`src/rtl/halt_dump_pkg.sv`:
```
// ============================================================================
// Package      : halt_dump_pkg
// Description  : Types and constants shared between the CPU top and the
//                halted-memory dumper: FSM state encoding and the default
//                address/data widths of the 10-bit CPU data RAM.
// Revision     : 1.0  initial release
// ============================================================================
`default_nettype none

package halt_dump_pkg;

  // Address and data widths of the 10-bit CPU data RAM.
  localparam int DEFAULT_ADDR_W = 10;
  localparam int DEFAULT_DATA_W = 10;

  // Dumper FSM states. CSUM is only reachable when the checksum word is built.
  typedef enum logic [2:0] {
    IDLE = 3'd0,
    READ = 3'd1,
    SEND = 3'd2,
    CSUM = 3'd3,
    DONE = 3'd4
  } dump_state_e;

endpackage : halt_dump_pkg

`default_nettype wire

```
`src/rtl/halt_mem_dumper.sv`:
```
// ============================================================================
// Module       : halt_mem_dumper
// Description  : When the CPU halt flag rises, reads a fixed window of the
//                data RAM through a second read port and streams each word
//                (with its address) on a valid/ready port. out_last marks the
//                final word; done stays high until the halt flag drops.
// Revision     : 1.0  initial release
//
// Ports:
//   clk, rst      clock (rising edge); asynchronous active-high reset
//   halted_i      CPU halted level; its rising edge starts one dump
//   mem_addr_o    RAM read address
//   mem_re_o      RAM read strobe, high while reading a word
//   mem_rdata_i   RAM read data, combinational from mem_addr_o
//   out_valid/out_ready/out_data/out_addr/out_last   word stream
//   busy          high from trigger until the final handshake
//   done          dump complete, held until halted_i falls
//
// Build option:
//   HALT_DUMP_CHECKSUM_EN  append one word carrying the modulo-2^DATA_W sum
//                          of all dumped words (out_addr = 0, out_last = 1).
// ============================================================================
`default_nettype none

module halt_mem_dumper
  import halt_dump_pkg::*;
#(
  parameter int                ADDR_W    = DEFAULT_ADDR_W,
  parameter int                DATA_W    = DEFAULT_DATA_W,
  parameter logic [ADDR_W-1:0] DUMP_BASE = '0,
  parameter int                DUMP_LEN  = 16
) (
  input  logic              clk,
  input  logic              rst,
  input  logic              halted_i,
  output logic [ADDR_W-1:0] mem_addr_o,
  output logic              mem_re_o,
  input  logic [DATA_W-1:0] mem_rdata_i,
  output logic              out_valid,
  input  logic              out_ready,
  output logic [DATA_W-1:0] out_data,
  output logic [ADDR_W-1:0] out_addr,
  output logic              out_last,
  output logic              busy,
  output logic              done
);

  // One extra bit so DUMP_LEN-1 always fits, including DUMP_LEN = 1.
  localparam int              CNT_W    = $clog2(DUMP_LEN) + 1;
  localparam logic [CNT_W-1:0] LAST_CNT = CNT_W'(DUMP_LEN - 1);

  dump_state_e       state_q,     state_d;
  logic [ADDR_W-1:0] ptr_q,       ptr_d;
  logic [CNT_W-1:0]  cnt_q,       cnt_d;
  logic              halted_q,    halted_d;
  logic              armed_q,     armed_d;
  logic              out_valid_q, out_valid_d;
  logic [DATA_W-1:0] out_data_q,  out_data_d;
  logic [ADDR_W-1:0] out_addr_q,  out_addr_d;
  logic              out_last_q,  out_last_d;
  logic              busy_q,      busy_d;
  logic              done_q,      done_d;
`ifdef HALT_DUMP_CHECKSUM_EN
  logic [DATA_W-1:0] sum_q,       sum_d;
`endif

  logic trigger;

  // A fresh halt edge. armed_q requires halted_i to have been seen low since
  // reset, so a reset while the CPU sits halted does not replay the dump.
  assign trigger = halted_i && !halted_q && armed_q;

  always_comb begin
    state_d     = state_q;
    ptr_d       = ptr_q;
    cnt_d       = cnt_q;
    halted_d    = halted_i;
    armed_d     = armed_q || !halted_i;
    out_valid_d = out_valid_q;
    out_data_d  = out_data_q;
    out_addr_d  = out_addr_q;
    out_last_d  = out_last_q;
    busy_d      = busy_q;
    done_d      = done_q;
`ifdef HALT_DUMP_CHECKSUM_EN
    sum_d       = sum_q;
`endif

    case (state_q)
      IDLE: begin
        if (trigger) begin
          ptr_d   = DUMP_BASE;
          cnt_d   = '0;
          busy_d  = 1'b1;
`ifdef HALT_DUMP_CHECKSUM_EN
          sum_d   = '0;
`endif
          state_d = READ;
        end
      end

      READ: begin
        out_data_d  = mem_rdata_i;
        out_addr_d  = ptr_q;
`ifdef HALT_DUMP_CHECKSUM_EN
        out_last_d  = 1'b0;   // the checksum word closes the stream
`else
        out_last_d  = (cnt_q == LAST_CNT);
`endif
        out_valid_d = 1'b1;
        state_d     = SEND;
      end

      SEND: begin
        if (out_ready) begin
          out_valid_d = 1'b0;
          if (out_last_q) begin
            busy_d  = 1'b0;
            done_d  = 1'b1;
            state_d = DONE;
          end else begin
`ifdef HALT_DUMP_CHECKSUM_EN
            sum_d = sum_q + out_data_q;
            if (cnt_q == LAST_CNT) begin
              state_d = CSUM;
            end else begin
              ptr_d   = ptr_q + ADDR_W'(1);
              cnt_d   = cnt_q + CNT_W'(1);
              state_d = READ;
            end
`else
            ptr_d   = ptr_q + ADDR_W'(1);
            cnt_d   = cnt_q + CNT_W'(1);
            state_d = READ;
`endif
          end
        end
      end

`ifdef HALT_DUMP_CHECKSUM_EN
      CSUM: begin
        out_data_d  = sum_q;
        out_addr_d  = '0;
        out_last_d  = 1'b1;
        out_valid_d = 1'b1;
        state_d     = SEND;
      end
`endif

      DONE: begin
        if (!halted_i) begin
          done_d  = 1'b0;
          state_d = IDLE;
        end
      end

      default: state_d = IDLE;
    endcase
  end

  always_ff @(posedge clk or posedge rst) begin
    if (rst) begin
      state_q     <= IDLE;
      ptr_q       <= '0;
      cnt_q       <= '0;
      halted_q    <= 1'b0;
      armed_q     <= 1'b0;
      out_valid_q <= 1'b0;
      out_data_q  <= '0;
      out_addr_q  <= '0;
      out_last_q  <= 1'b0;
      busy_q      <= 1'b0;
      done_q      <= 1'b0;
`ifdef HALT_DUMP_CHECKSUM_EN
      sum_q       <= '0;
`endif
    end else begin
      state_q     <= state_d;
      ptr_q       <= ptr_d;
      cnt_q       <= cnt_d;
      halted_q    <= halted_d;
      armed_q     <= armed_d;
      out_valid_q <= out_valid_d;
      out_data_q  <= out_data_d;
      out_addr_q  <= out_addr_d;
      out_last_q  <= out_last_d;
      busy_q      <= busy_d;
      done_q      <= done_d;
`ifdef HALT_DUMP_CHECKSUM_EN
      sum_q       <= sum_d;
`endif
    end
  end

  assign mem_addr_o = ptr_q;
  assign mem_re_o   = (state_q == READ);
  assign out_valid  = out_valid_q;
  assign out_data   = out_data_q;
  assign out_addr   = out_addr_q;
  assign out_last   = out_last_q;
  assign busy       = busy_q;
  assign done       = done_q;

endmodule : halt_mem_dumper

`default_nettype wire

```
`config.mk`:
```
export PLATFORM = sky130hd
export DESIGN_NAME = halt_mem_dumper
export DESIGN_NICKNAME = d
export VERILOG_FILES = /design/src/rtl/halt_dump_pkg.sv /design/src/rtl/halt_mem_dumper.sv
export SDC_FILE = /design/constraint.sdc
export NUM_CORES = 1
export LEC_CHECK = 0
export BUFFER_PORTS_ARGS = -buffer_cell sky130_fd_sc_hd__buf_4
export CAP_MARGIN = 10
export CORE_ASPECT_RATIO = 2
export CORE_MARGIN = 4
export CORE_UTILIZATION = 45
export CTS_BUF_LIST = sky130_fd_sc_hd__clkbuf_16
export DETAILED_ROUTE_END_ITERATION = 10
export GPL_TIMING_DRIVEN = 0
export PLACE_DENSITY = 0.7
export SYNTH_ARGS = -nofsm -noshare
export SYNTH_HDL_FRONTEND = slang
export SYNTH_SLANG_ARGS = --single-unit
```
`constraint.sdc`:
```
create_clock -name clk -period 2.34 [get_ports clk]
set_input_delay 0.351 -clock clk [delete_from_list [all_inputs] [get_ports clk]]
set_output_delay 0.351 -clock clk [all_outputs]
set_load 0.02 [all_outputs]
```
==> reports/metrics.yaml <==
status: "finished, final reports clean"
grt_usage_pct: 16.9
multi_input_area_sq_um: 731
cp-start-kind: "register"
synth_top_family_by_area: "simple AND/OR/NAND/NOR gates"
critPathRequiredTime_ns: 1.99
cts_tree: "built"
synth.distinct_cells: 35
die_area_sq_um: 5340
layout.nets: 229
rsz0062_at_grt: "no"
ant_nets: 0
drt_iter0_drc: 43
fillers: 354
cts-hold-fix-buffers: 0
die_width_um: 53.7
h-tree-depth: 2
clk_latency_ns: 0.28
yosysMostFrequentCell: "dfrtp_1"
synth_top_cell_area_share_pct: 58.6
end_kind: "primary output"
synth_compound_area_share_pct: 8.06
finalClockSkew_ns: 0.00307
register_area_sq_um: 1100
antenna_found_initial: 0
routed_via_density: 5.42
root_buffer: "clkbuf_16"
ys_seq_area_share_pct: 58.6
final_max_slew_viol_count: 0
drcViolationCount: 0
synth_area_leaders: "dfrtp_1, mux2_2, a21oi_1, nor2_1, o21ai_0"
boundaryPins: 49
fin_crit_sh_pct: 89.4
setup_viol: 0
fin_crit_ns: 2.09
synth.avg_cell_area_sq_um: 12.0
drt_first_pass_iters: 4
synth_fa_ha_area_share_pct: 2.00
synthToLayoutAreaGrowth_pct: 30.1
port_buffers: 48
synthXorXnorAreaFrac_pct: 1.86
whs_ns: 0.216
synth_cells: 157
synth-simple-area-share_pct: 13.9
synth-seq-cells: 44
synth_edf_count: 0
yosys_warnings: 0
grt_pass1_wl_um: 6620
tightestPinTransition_ns: 0.883
syn-cell-area_sq_um: 1880
vias: 1437
p_leak_nw: 1.16
synth_commonest_cells: "dfrtp_1, mux2_2, nor2_1"
vdd_ir_drop_max_mv: 0.706
grt_pass1_vias: 1501
grt-ovfl-total: 0
coreArea_sq_um: 4090
relSlewSlack_pct: 41.1
cts.sinks: 44
muxShareOfSynthArea_pct: 13.0
initial_core_util_pct: 46.0
dpl.hpwl_um: 3050
crit_fanout: 10
gp_routability_congestion: 0.801
worst-setup-path-type: "reg -> out"
rows: 33
ctsResizeCount: 0
yosysTopAreaCell: "dfrtp_1"
syn-num-nets: 174
tns_ns: 0
die_h_um: 99.4
p_per_area_nw_per_um2: 1100
routed_wl_um: 4090
async_flop_share_pct: 100
diodes: 0
cts_buffer_depth: 2
clkTransAtPathRegs_ns: 0.06
synth_ff_type: "dfrtp_1"
cap_violations: 0
r2r_slack_ns: 0.31
hp-class: "in -> reg"
cts_buffers: 5
hold_viol: 0
max_clock_freq_mhz: 478
routedWlPerCell_um: 15.4
post_cts_buffers: 0
worstPathArrival_ns: 1.74
grt_max_degree: 45
drive_above_1_share_pct: 38.5
==> area by class of cell <==
class	count	share of cell area, %
Sequential cell	44	45.0
Multi-Input combinational cell	101	29.9
Timing Repair Buffer	48	14.7
Clock buffer	5	5.12
Tap cell	52	2.66
Inverter	7	1.07
Buffer	5	0.921
Clock inverter	3	0.563
==> flip-flops by register name, indices dropped and copies added (netlist names), 3 cells and up <==
signal / flops
out_addr: 10
state_q: 3
cnt_q: 5
mem_addr_o: 10
out_data: 10
==> worst paths after layout <==
path                            start             to  depth (start not counted)
setup / recovery           state_q[0]       mem_re_o                          3
max in group asynchronous         rst  mem_addr_o[6]                          2
min in group asynchronous         rst           busy                          2
setup reg to reg           state_q[0]  mem_addr_o[0]                          6
hold reg to reg               armed_q        armed_q                          1
hold / removal               halted_i       halted_q                          1
==> worst max-delay path: stages (launching register included) <==
cell and delay [ns]:
dfrtp_1 0.45, nor3b_2 0.46, clkbuf_2 0.35, buf_4 0.20
==> power by group <==
| part | internal, mW | switching [mW] |
|---|---|---|
| clock network | 0.387 | 0.265 |
| logic | 0.444 | 0.514 |
| registers | 0.944 | 0.144 |
==> cells in the final DEF, fill, tap and decap left out, types with 2 or more instances in the layout <==
cell and n:
a21oi_1 9, a31oi_1 2, and3_1 2, buf_4 48, clkbuf_1 2, clkbuf_16 5
clkbuf_2 2, clkinv_2 2, dfrtp_1 44, ha_1 3, inv_1 5, inv_2 2
mux2_2 20, mux2i_1 2, nand2_1 7, nand2b_1 2, nand3_1 4, nand4_1 4
nand4b_1 2, nor2_1 11, nor3_1 2, nor4_1 3, o21a_1 2, o21ai_0 8
o22a_1 2, or3_1 2, xnor2_1 4
==> routing by layer <==
| metal | share of wire (%) | global-route usage, % |
|---|---|---|
| met5 | 0 | 0 |
| met4 | 2.3 | 8.66 |
| met3 | 5.6 | 4.35 |
| met2 | 57 | 30.7 |
| met1 | 35 | 16.4 |
==> per-stage QoR <==
| stage | utilization, % | instances | setup slack [ns] | power (mW) | instance area, sq um |
|---|---|---|---|---|---|
| after global routing | 59.8 | 265 | 0.122 | 2.85 | 2440 |
| after global placement | 56.4 | 257 | 0.363 | 2.04 | 2300 |
| after detailed placement | 56.4 | 257 | 0.330 | 2.07 | 2300 |
| after floorplan | - | 157 | 0.631 | 1.67 | 1880 |
| after CTS | 59.8 | 265 | 0.0645 | 2.73 | 2440 |
| final | 59.8 | 265 | 0.249 | 2.70 | 2440 |
==> logic make-up after synthesis <==
family | count (synthesis)
XOR/XNOR | 4
multiplexers | 22
AND/OR/NAND/NOR | 46
adder cells (fa/ha/maj) | 3
buffers and inverters | 12
AO/OA/AOI/OAI | 26
flip-flops | 44
(Power assumes the default switching activity.)
